**src/rtl/uart_rx_frame_ctrl_if.sv**
```systemverilog
// Bus between the UART RX frame sequencer and the RX datapath (counter, oversampler, checkers, deserializer).
// Optional sticky error status is present when UART_RX_ERR_STICKY_EN is defined.
interface uart_rx_frame_ctrl_if;
  localparam int unsigned PRESCALE_W = 6;
  localparam int unsigned BIT_CNT_W  = 5;

  logic                  RX_IN;
  logic                  PAR_EN;
  logic [PRESCALE_W-1:0] Prescale;
  logic [PRESCALE_W-1:0] edge_cnt;
  logic [BIT_CNT_W-1:0]  bit_cnt;
  logic                  strt_glitch;
  logic                  par_err;
  logic                  stp_err;
  logic                  cnt_enable;
  logic                  sample_en;
  logic                  deser_en;
  logic                  strt_chk_en;
  logic                  par_chk_en;
  logic                  stp_chk_en;
  logic                  data_valid;
  logic                  busy;
`ifdef UART_RX_ERR_STICKY_EN
  logic                  err_clr;
  logic [2:0]            err_status;

  modport master (
    input  RX_IN, PAR_EN, Prescale, edge_cnt, bit_cnt, strt_glitch, par_err, stp_err, err_clr,
    output cnt_enable, sample_en, deser_en, strt_chk_en, par_chk_en, stp_chk_en, data_valid, busy,
           err_status
  );
  modport slave (
    output RX_IN, PAR_EN, Prescale, edge_cnt, bit_cnt, strt_glitch, par_err, stp_err, err_clr,
    input  cnt_enable, sample_en, deser_en, strt_chk_en, par_chk_en, stp_chk_en, data_valid, busy,
           err_status
  );
`else
  modport master (
    input  RX_IN, PAR_EN, Prescale, edge_cnt, bit_cnt, strt_glitch, par_err, stp_err,
    output cnt_enable, sample_en, deser_en, strt_chk_en, par_chk_en, stp_chk_en, data_valid, busy
  );
  modport slave (
    output RX_IN, PAR_EN, Prescale, edge_cnt, bit_cnt, strt_glitch, par_err, stp_err,
    input  cnt_enable, sample_en, deser_en, strt_chk_en, par_chk_en, stp_chk_en, data_valid, busy
  );
`endif
endinterface

```
**src/rtl/uart_rx_frame_ctrl.sv**
```systemverilog
// UART RX frame sequencer: walks start/data/parity/stop bits, strobes checkers and the deserializer.
// Define UART_RX_ERR_STICKY_EN to add sticky {stp,par,strt} error status with err_clr.
module uart_rx_frame_ctrl #(
  parameter int unsigned DATA_WIDTH = 8
) (
  input  logic                 CLK,
  input  logic                 RST,
  uart_rx_frame_ctrl_if.master bus
);
  localparam int unsigned PRESCALE_W = 6;
  localparam int unsigned BIT_CNT_W  = 5;

  typedef enum logic [2:0] {
    S_IDLE   = 3'd0,
    S_START  = 3'd1,
    S_DATA   = 3'd2,
    S_PARITY = 3'd3,
    S_STOP   = 3'd4,
    S_DONE   = 3'd5
  } state_t;

  state_t                r_state;
  state_t                w_next;
  logic                  r_par_q;
  logic                  w_end;
  logic                  w_mid;
  logic                  w_in_bit;
  logic [PRESCALE_W-1:0] w_half;

  assign w_end    = (bus.edge_cnt == bus.Prescale);
  assign w_half   = bus.Prescale >> 1;
  assign w_mid    = (bus.edge_cnt == PRESCALE_W'(w_half - PRESCALE_W'(1))) ||
                    (bus.edge_cnt == w_half) ||
                    (bus.edge_cnt == PRESCALE_W'(w_half + PRESCALE_W'(1)));
  assign w_in_bit = (r_state == S_START) || (r_state == S_DATA) ||
                    (r_state == S_PARITY) || (r_state == S_STOP);

  always_ff @(posedge CLK or negedge RST) begin
    if (!RST) r_state <= S_IDLE;
    else      r_state <= w_next;
  end

  always_comb begin
    w_next = r_state;
    case (r_state)
      S_IDLE:   if (!bus.RX_IN) w_next = S_START;
      S_START:  if (w_end) w_next = bus.strt_glitch ? S_IDLE : S_DATA;
      S_DATA:   if (w_end && (bus.bit_cnt == BIT_CNT_W'(DATA_WIDTH)))
                  w_next = r_par_q ? S_PARITY : S_STOP;
      S_PARITY: if (w_end) w_next = bus.par_err ? S_IDLE : S_STOP;
      S_STOP:   if (w_end) w_next = bus.stp_err ? S_IDLE : S_DONE;
      S_DONE:   w_next = bus.RX_IN ? S_IDLE : S_START;
      default:  w_next = S_IDLE;
    endcase
  end

  always_comb begin
    bus.cnt_enable  = 1'b0;
    bus.sample_en   = 1'b0;
    bus.deser_en    = 1'b0;
    bus.strt_chk_en = 1'b0;
    bus.par_chk_en  = 1'b0;
    bus.stp_chk_en  = 1'b0;
    bus.data_valid  = 1'b0;
    bus.busy        = (r_state != S_IDLE);
    if (w_in_bit) begin
      bus.cnt_enable = 1'b1;
      bus.sample_en  = w_mid;
    end
    case (r_state)
      S_START:  bus.strt_chk_en = w_end;
      S_DATA:   bus.deser_en    = w_end;
      S_PARITY: bus.par_chk_en  = w_end;
      S_STOP:   bus.stp_chk_en  = w_end;
      S_DONE:   bus.data_valid  = 1'b1;
      default:  ;
    endcase
  end

  // Parity mode is frozen at frame start so mid-frame PAR_EN changes are ignored
  always_ff @(posedge CLK or negedge RST) begin
    if (!RST) r_par_q <= 1'b0;
    else if (((r_state == S_IDLE) || (r_state == S_DONE)) && (w_next == S_START))
      r_par_q <= bus.PAR_EN;
  end

`ifdef UART_RX_ERR_STICKY_EN
  logic [2:0] r_err_status;
  logic [2:0] w_err_set;

  assign w_err_set = {bus.stp_chk_en & bus.stp_err,
                      bus.par_chk_en & bus.par_err,
                      bus.strt_chk_en & bus.strt_glitch};

  always_ff @(posedge CLK or negedge RST) begin
    if (!RST)             r_err_status <= 3'b000;
    else if (bus.err_clr) r_err_status <= 3'b000;
    else                  r_err_status <= r_err_status | w_err_set;
  end

  assign bus.err_status = r_err_status;
`endif
endmodule
```
**src/flat_wrapper.sv**
```systemverilog
// flat-port wrapper written by rule: the top's interface ports become plain ports
module uart_rx_frame_ctrl_flat 
#(
  parameter int unsigned DATA_WIDTH = 8
)
  (CLK, RST, bus_RX_IN, bus_PAR_EN, bus_Prescale, bus_edge_cnt, bus_bit_cnt, bus_strt_glitch, bus_par_err, bus_stp_err, bus_cnt_enable, bus_sample_en, bus_deser_en, bus_strt_chk_en, bus_par_chk_en, bus_stp_chk_en, bus_data_valid, bus_busy);
  uart_rx_frame_ctrl_if bus_i ();
  input  logic CLK;
  input  logic RST;
  input wire logic [$bits(bus_i.RX_IN)-1:0] bus_RX_IN;
  input wire logic [$bits(bus_i.PAR_EN)-1:0] bus_PAR_EN;
  input wire logic [$bits(bus_i.Prescale)-1:0] bus_Prescale;
  input wire logic [$bits(bus_i.edge_cnt)-1:0] bus_edge_cnt;
  input wire logic [$bits(bus_i.bit_cnt)-1:0] bus_bit_cnt;
  input wire logic [$bits(bus_i.strt_glitch)-1:0] bus_strt_glitch;
  input wire logic [$bits(bus_i.par_err)-1:0] bus_par_err;
  input wire logic [$bits(bus_i.stp_err)-1:0] bus_stp_err;
  output wire logic [$bits(bus_i.cnt_enable)-1:0] bus_cnt_enable;
  output wire logic [$bits(bus_i.sample_en)-1:0] bus_sample_en;
  output wire logic [$bits(bus_i.deser_en)-1:0] bus_deser_en;
  output wire logic [$bits(bus_i.strt_chk_en)-1:0] bus_strt_chk_en;
  output wire logic [$bits(bus_i.par_chk_en)-1:0] bus_par_chk_en;
  output wire logic [$bits(bus_i.stp_chk_en)-1:0] bus_stp_chk_en;
  output wire logic [$bits(bus_i.data_valid)-1:0] bus_data_valid;
  output wire logic [$bits(bus_i.busy)-1:0] bus_busy;
  assign bus_i.RX_IN = bus_RX_IN;
  assign bus_i.PAR_EN = bus_PAR_EN;
  assign bus_i.Prescale = bus_Prescale;
  assign bus_i.edge_cnt = bus_edge_cnt;
  assign bus_i.bit_cnt = bus_bit_cnt;
  assign bus_i.strt_glitch = bus_strt_glitch;
  assign bus_i.par_err = bus_par_err;
  assign bus_i.stp_err = bus_stp_err;
  assign bus_cnt_enable = bus_i.cnt_enable;
  assign bus_sample_en = bus_i.sample_en;
  assign bus_deser_en = bus_i.deser_en;
  assign bus_strt_chk_en = bus_i.strt_chk_en;
  assign bus_par_chk_en = bus_i.par_chk_en;
  assign bus_stp_chk_en = bus_i.stp_chk_en;
  assign bus_data_valid = bus_i.data_valid;
  assign bus_busy = bus_i.busy;
  uart_rx_frame_ctrl #(.DATA_WIDTH(DATA_WIDTH)) u_core (.CLK(CLK), .RST(RST), .bus(bus_i));
endmodule
```
**config.mk**
```make
export PLATFORM = sky130hd
export DESIGN_NAME = uart_rx_frame_ctrl_flat
export DESIGN_NICKNAME = d
export VERILOG_FILES = /design/src/rtl/uart_rx_frame_ctrl_if.sv /design/src/rtl/uart_rx_frame_ctrl.sv /design/src/flat_wrapper.sv
export SDC_FILE = /design/constraint.sdc
export NUM_CORES = 1
export LEC_CHECK = 0
export BUFFER_PORTS_ARGS = -buffer_cell sky130_fd_sc_hd__buf_2
export CORE_AREA = 2 2 40 42
export CTS_BUF_LIST = sky130_fd_sc_hd__clkbuf_2
export DETAILED_ROUTE_END_ITERATION = 10
export DIE_AREA = 0 0 42 44
export MAX_ROUTING_LAYER = met4
export PLACE_DENSITY = 0.8
export SLEW_MARGIN = 20
export SYNTH_ARGS = -nofsm -noshare
export SYNTH_HDL_FRONTEND = slang
export SYNTH_SLANG_ARGS = --single-unit
```
**constraint.sdc**
```tcl
create_clock -name CLK -period 2 [get_ports CLK]
set_clock_uncertainty 0.05 [all_clocks]
set_input_delay 0.3 -clock CLK [delete_from_list [all_inputs] [get_ports CLK]]
set_output_delay 0.3 -clock CLK [all_outputs]
set_load 0.01 [all_outputs]
```
# Yosys cells after proc, flatten, opt, wreduce, memory -nomap -nowiden
# Cells that the tools add are included.
word_totals:
  register_bits: 4
  latch_bits: 0
  ram_bits: 0
  mem_bits_ro: 0
  word_cells: 43
  mem_count: 0
classes:
  n_addsub: 2
  n_mul: 0
  div_mod_pow: 0
  n_lt_le_gt_ge: 0
  eq_ne: 11
  shift: 0
  mux: 18
  n_bitwise: 0
  reduce_logical: 10
op_table:
  columns: ["cell", "n"]
  rows:
  - ["2-to-1 mux 3 bit", 8]
  - ["== test 6 bit", 3]
  - ["case mux 3 bit (6 select lines)", 1]
  - ["2-to-1 mux 1 bit", 8]
  - ["adder 5 x 1 -> 6 bit, second input constant", 1]
  - ["== test 3 x 1 -> 1 bit, second input constant", 2]
  - ["== test 3 x 2 -> 1 bit, second input constant", 2]
  - ["== test 3 bit, second input constant", 2]
  - ["== test 6 x 5 -> 1 bit", 1]
  - ["logical OR 1 bit", 6]
  - ["subtractor 5 x 1 -> 6 bit, second input constant", 1]
  - ["== test 5 x 4 -> 1 bit, second input constant", 1]
  - ["logical NOT 3 bit", 1]
  - ["nonzero test 3 bit", 1]
  - ["logical AND 1 bit", 2]
  - ["2-to-1 mux 2 bit", 1]

# Logic depth before layout (Yosys ltp)
depth:
  depth_word: 6
  depth_mapped: 6

# Worst setup path after synthesis
# No wires, ideal clock.
synth_path:
  path_type: "input-to-output"
  startpoint: "input port bus_Prescale[4]"
  endpoint: "output port bus_sample_en"
  t_arrival_ns: 1.676
  required_ns: 1.650
  setup_slack_ns: -0.026
  stages: 6
  n_path_buf: 1
  cell_sequence: "clkbuf_1 > xor2_1 > xnor2_1 > o21ai_0 > or4_1 > o21ai_0"
synth_between:
  elab_chain_cells: 5
  elab_cells_between_ends: 8
  classes_between: "add/sub: 2; eq/ne: 3; mux: 1; reduce/logical: 2"
synth_rtl:
  columns: ["element", "line_no", "rtl"]
  rows:
  - ["start: declaration", "flat_wrapper.sv:12", "input wire logic [$bits(bus_i.Prescale)-1:0] bus_Prescale;"]
  - ["subtractor 5 x 1 -> 6 bit", "uart_rx_frame_ctrl.sv:32", "assign w_mid = (bus.edge_cnt == PRESCALE_W'(w_half - PRESCALE_W'(1))) ||"]
  - ["== test 6 bit", "uart_rx_frame_ctrl.sv:32", null]
  - ["logical OR 1 bit", "uart_rx_frame_ctrl.sv:32", null]
  - ["logical OR 1 bit (*)", "uart_rx_frame_ctrl.sv:33", "(bus.edge_cnt == w_half) ||"]
  - ["2-to-1 mux 1 bit (*)", "uart_rx_frame_ctrl.sv:66", "if (w_in_bit) begin"]
  - ["end: declaration", "flat_wrapper.sv:19", "output wire logic [$bits(bus_i.sample_en)-1:0] bus_sample_en;"]
# Every way passes the cells marked *; elsewhere a longest branch is shown, timed or not.

# Worst setup path after layout
layout_path:
  startpoint: "input port bus_Prescale[1]"
  endpoint: "output port bus_sample_en"
# The elaborated chain is that of the path after synthesis.

==> metrics.md <==
| Metric | Value |
|---|---|
| Status | finished with violations |
| Failing checks | setup timing |
| CP max stage delay | 0.49 ns |
| Fraction of registers with async set/reset | 1.00 |
| First-pass GRT wire length | 3390 µm |
| Most frequent CP cell | buf_2 |
| Sequential area share after synthesis | 0.156 |
| Hold Crit Class | in2reg |
| Max Fclk | 0.460 GHz |
| Final WL | 2510 µm |
| Worst Hold Slack | 0.270 ns |
| Setup CP Type | in2out |
| Gpl congestion | 0.944 |
| Post-synth top cells | xor2_1, o21ai_0, inv_1, nor2_1, nor3_1 |
| Period utilization | 1.09 |
| Routed wire per std cell | 15.9 µm |
| Post-Syn Area | 643 µm² |
| R2R depth | 4 |
| Hold Fails Final Rpt | 0 |
| Top post-synthesis cells by area | xor2_1, dfrtp_1, o21ai_0 |
| CTS tree | built |
| Vias in the first global route | 836 |
| CP max stage cell | or4_1 |
| Vias/cell | 5.92 |
| Fin crit period | 2.17 ns |
| # nets final | 170 |
| Hold depth | 2 |
| Max clock buf depth | 2 |
| Netlist cell types | 35 |
| Worst slew pin tran | 0.498 ns |
| Final worst setup slack | -0.175 ns |
| Worst EP required | 1.65 ns |
| Critical Path End Type | output port |
| Die width | 42 µm |
| Row count | 14 |
| Syn_nets | 113 |
| Starting density of the core | 0.453 |
| Setup_tns | -0.175 ns |
| Yosys top cell by area | xor2_1 |
| Post-synth top area share | 0.163 |
| Die H | 44 µm |
| P_leak | 0.546 nW |
| Core area | 1420 µm² |
| Worst-skew pair later-pin latency | 0.22 ns |
| DP Area | 935 µm² |
| Post-Synthesis Cells | 87 |
| Worst VDD drop | 0.000291 V |
| Final setup fails | 1 |
| Cell Chain, Critical Path | buf_2, inv_2, ha_4, xor2_2, nand4_1, or4_1, o21ai_1, buf_2 |
| Clk sinks | 4 |
| Port bufs | 31 |
| TritonRoute pass-1 iters | 4 |
| Antenna cells | 0 |
| HPWL after DPL | 1570 µm |
| Post-Syn Area per Cell | 7.39 µm² |
| Vias | 936 |
| Crit-path max FO | 3 |
| 1st-iter DRT viols | 43 |
| Max_cap viols | 0 |
| Post-synth EDFFs | 0 |
| I/O Pins | 32 |
| Fill cell count | 106 |
| Number of synthesis warnings | 0 |
| Antenna violations before repair | 0 |
| Clk slew on worst S/H paths | 0.05 ns |
| Cts bufs inserted | 3 |
| Top-count cell post-synth | xor2_1 |
| Main flop type after synthesis | dfrtp_1 |
| Overall Global Routing Usage | 0.255 |
| Worst Path Arrival | 1.82 ns |
| Power per cell area | 497 nW/µm² |
| H-tree depth | 1 |
| CP Launch Type | primary input |
| Largest net degree at the start of global routing | 9 |
| Layout cell share with drive strength beyond 1 | 0.535 |
| Max-slew violation count | 0 |
| Drt drc | 0 |
| Area Growth Syn to Fin | 79.0% |
| CTS root buffer | clkbuf_2 |
| Setup WS pre-CTS | -0.181 ns |
| Count of state elements after synthesis | 4 |
| Area of the die | 1850 µm² |
| RSZ-0062 raised after global routing | true |
| Antenna viol nets, final | 0 |
| Fin area | 1150 µm² |
| Total gr overflow | 0 |
| Max-Slew Margin vs Limit | 0.665 |
-- area by class of cell --
class,instances,area [µm²],area share
inverter,6,22.5,0.0196
tap,16,20.0,0.0174
multi-input combinational,73,618,0.537
timing repair buffer,56,375,0.326
sequential,4,100,0.0870
clock buffer,3,15.0,0.0130
-- worst paths after layout --
path,start,end,slack (ns)
hold reg to reg,u_core.r_par_q,u_core.r_par_q,0.53
setup reg to reg,u_core.r_state[0],u_core.r_state[1],0.52
setup / recovery,bus_Prescale[1],bus_sample_en,-0.17
max in group asynchronous,RST,u_core.r_state[1],1.40
min in group asynchronous,RST,u_core.r_par_q,0.37
hold / removal,bus_PAR_EN,u_core.r_par_q,0.27
-- per-stage QoR --
stage                util  instances  power [mW]
CTS                 0.733        156       0.525
global placement    0.659        147       0.397
floorplan               -         87       0.288
finish              0.811        158       0.572
global route        0.811        158       0.604
detailed placement  0.659        147       0.411
-- power breakdown --
part | switching, mW | internal, mW
Clock | 0.0361 | 0.0403
Sequential | 0.0205 | 0.107
Combinational | 0.188 | 0.180
-- timing repair --
action	4_1_cts	5_1_grt
buffers inserted	5	2
endpoints found under the hold margin	4	0
pin swaps	6	8
gates resized for setup	11	17
hold buffers	1	0
setup endpoints to repair	3	4
-- kinds of logic after synthesis --
logic type / share of synthesized area
flops: 0.156
compound gates: 0.173
fa+ha+maj: 0.0389
simple gates: 0.346
buf+inv: 0.0642
xor+xnor: 0.204
mux: 0.0175
-- sequential cells by signal, summed over array words and instances, names as in the netlist --
signal / cells
u_core.r_par_q: 1
u_core.r_state: 3
-- worst max-delay path, delay by kind of cell --
kind / cells / cell delay (ns)
and+or+nand+nor: 2 / 0.63
AOI/OAI and AO/OA: 1 / 0.10
xor gates and xnor gates: 1 / 0.18
buffers and inverters: 3 / 0.35
adders and majority gates: 1 / 0.27
-- per-layer routing --
metal / wire length [µm] / global-route usage
met1: 819 / 0.224
met4: 79 / 0.0839
met5: 0 / -
met2: 1420 / 0.544
met3: 184 / 0.0292
-- cells in the final DEF (no fill, tap or decap), types with 5 or more instances in the layout --
| cell | instances |
|---|---|
| nor2_1 | 6 |
| buf_4 | 21 |
| buf_2 | 28 |
| buf_6 | 6 |
| inv_1 | 5 |
| o21ai_0 | 5 |
| xor2_1 | 7 |
No activity file was read; power rests on OpenSTA's default activity.
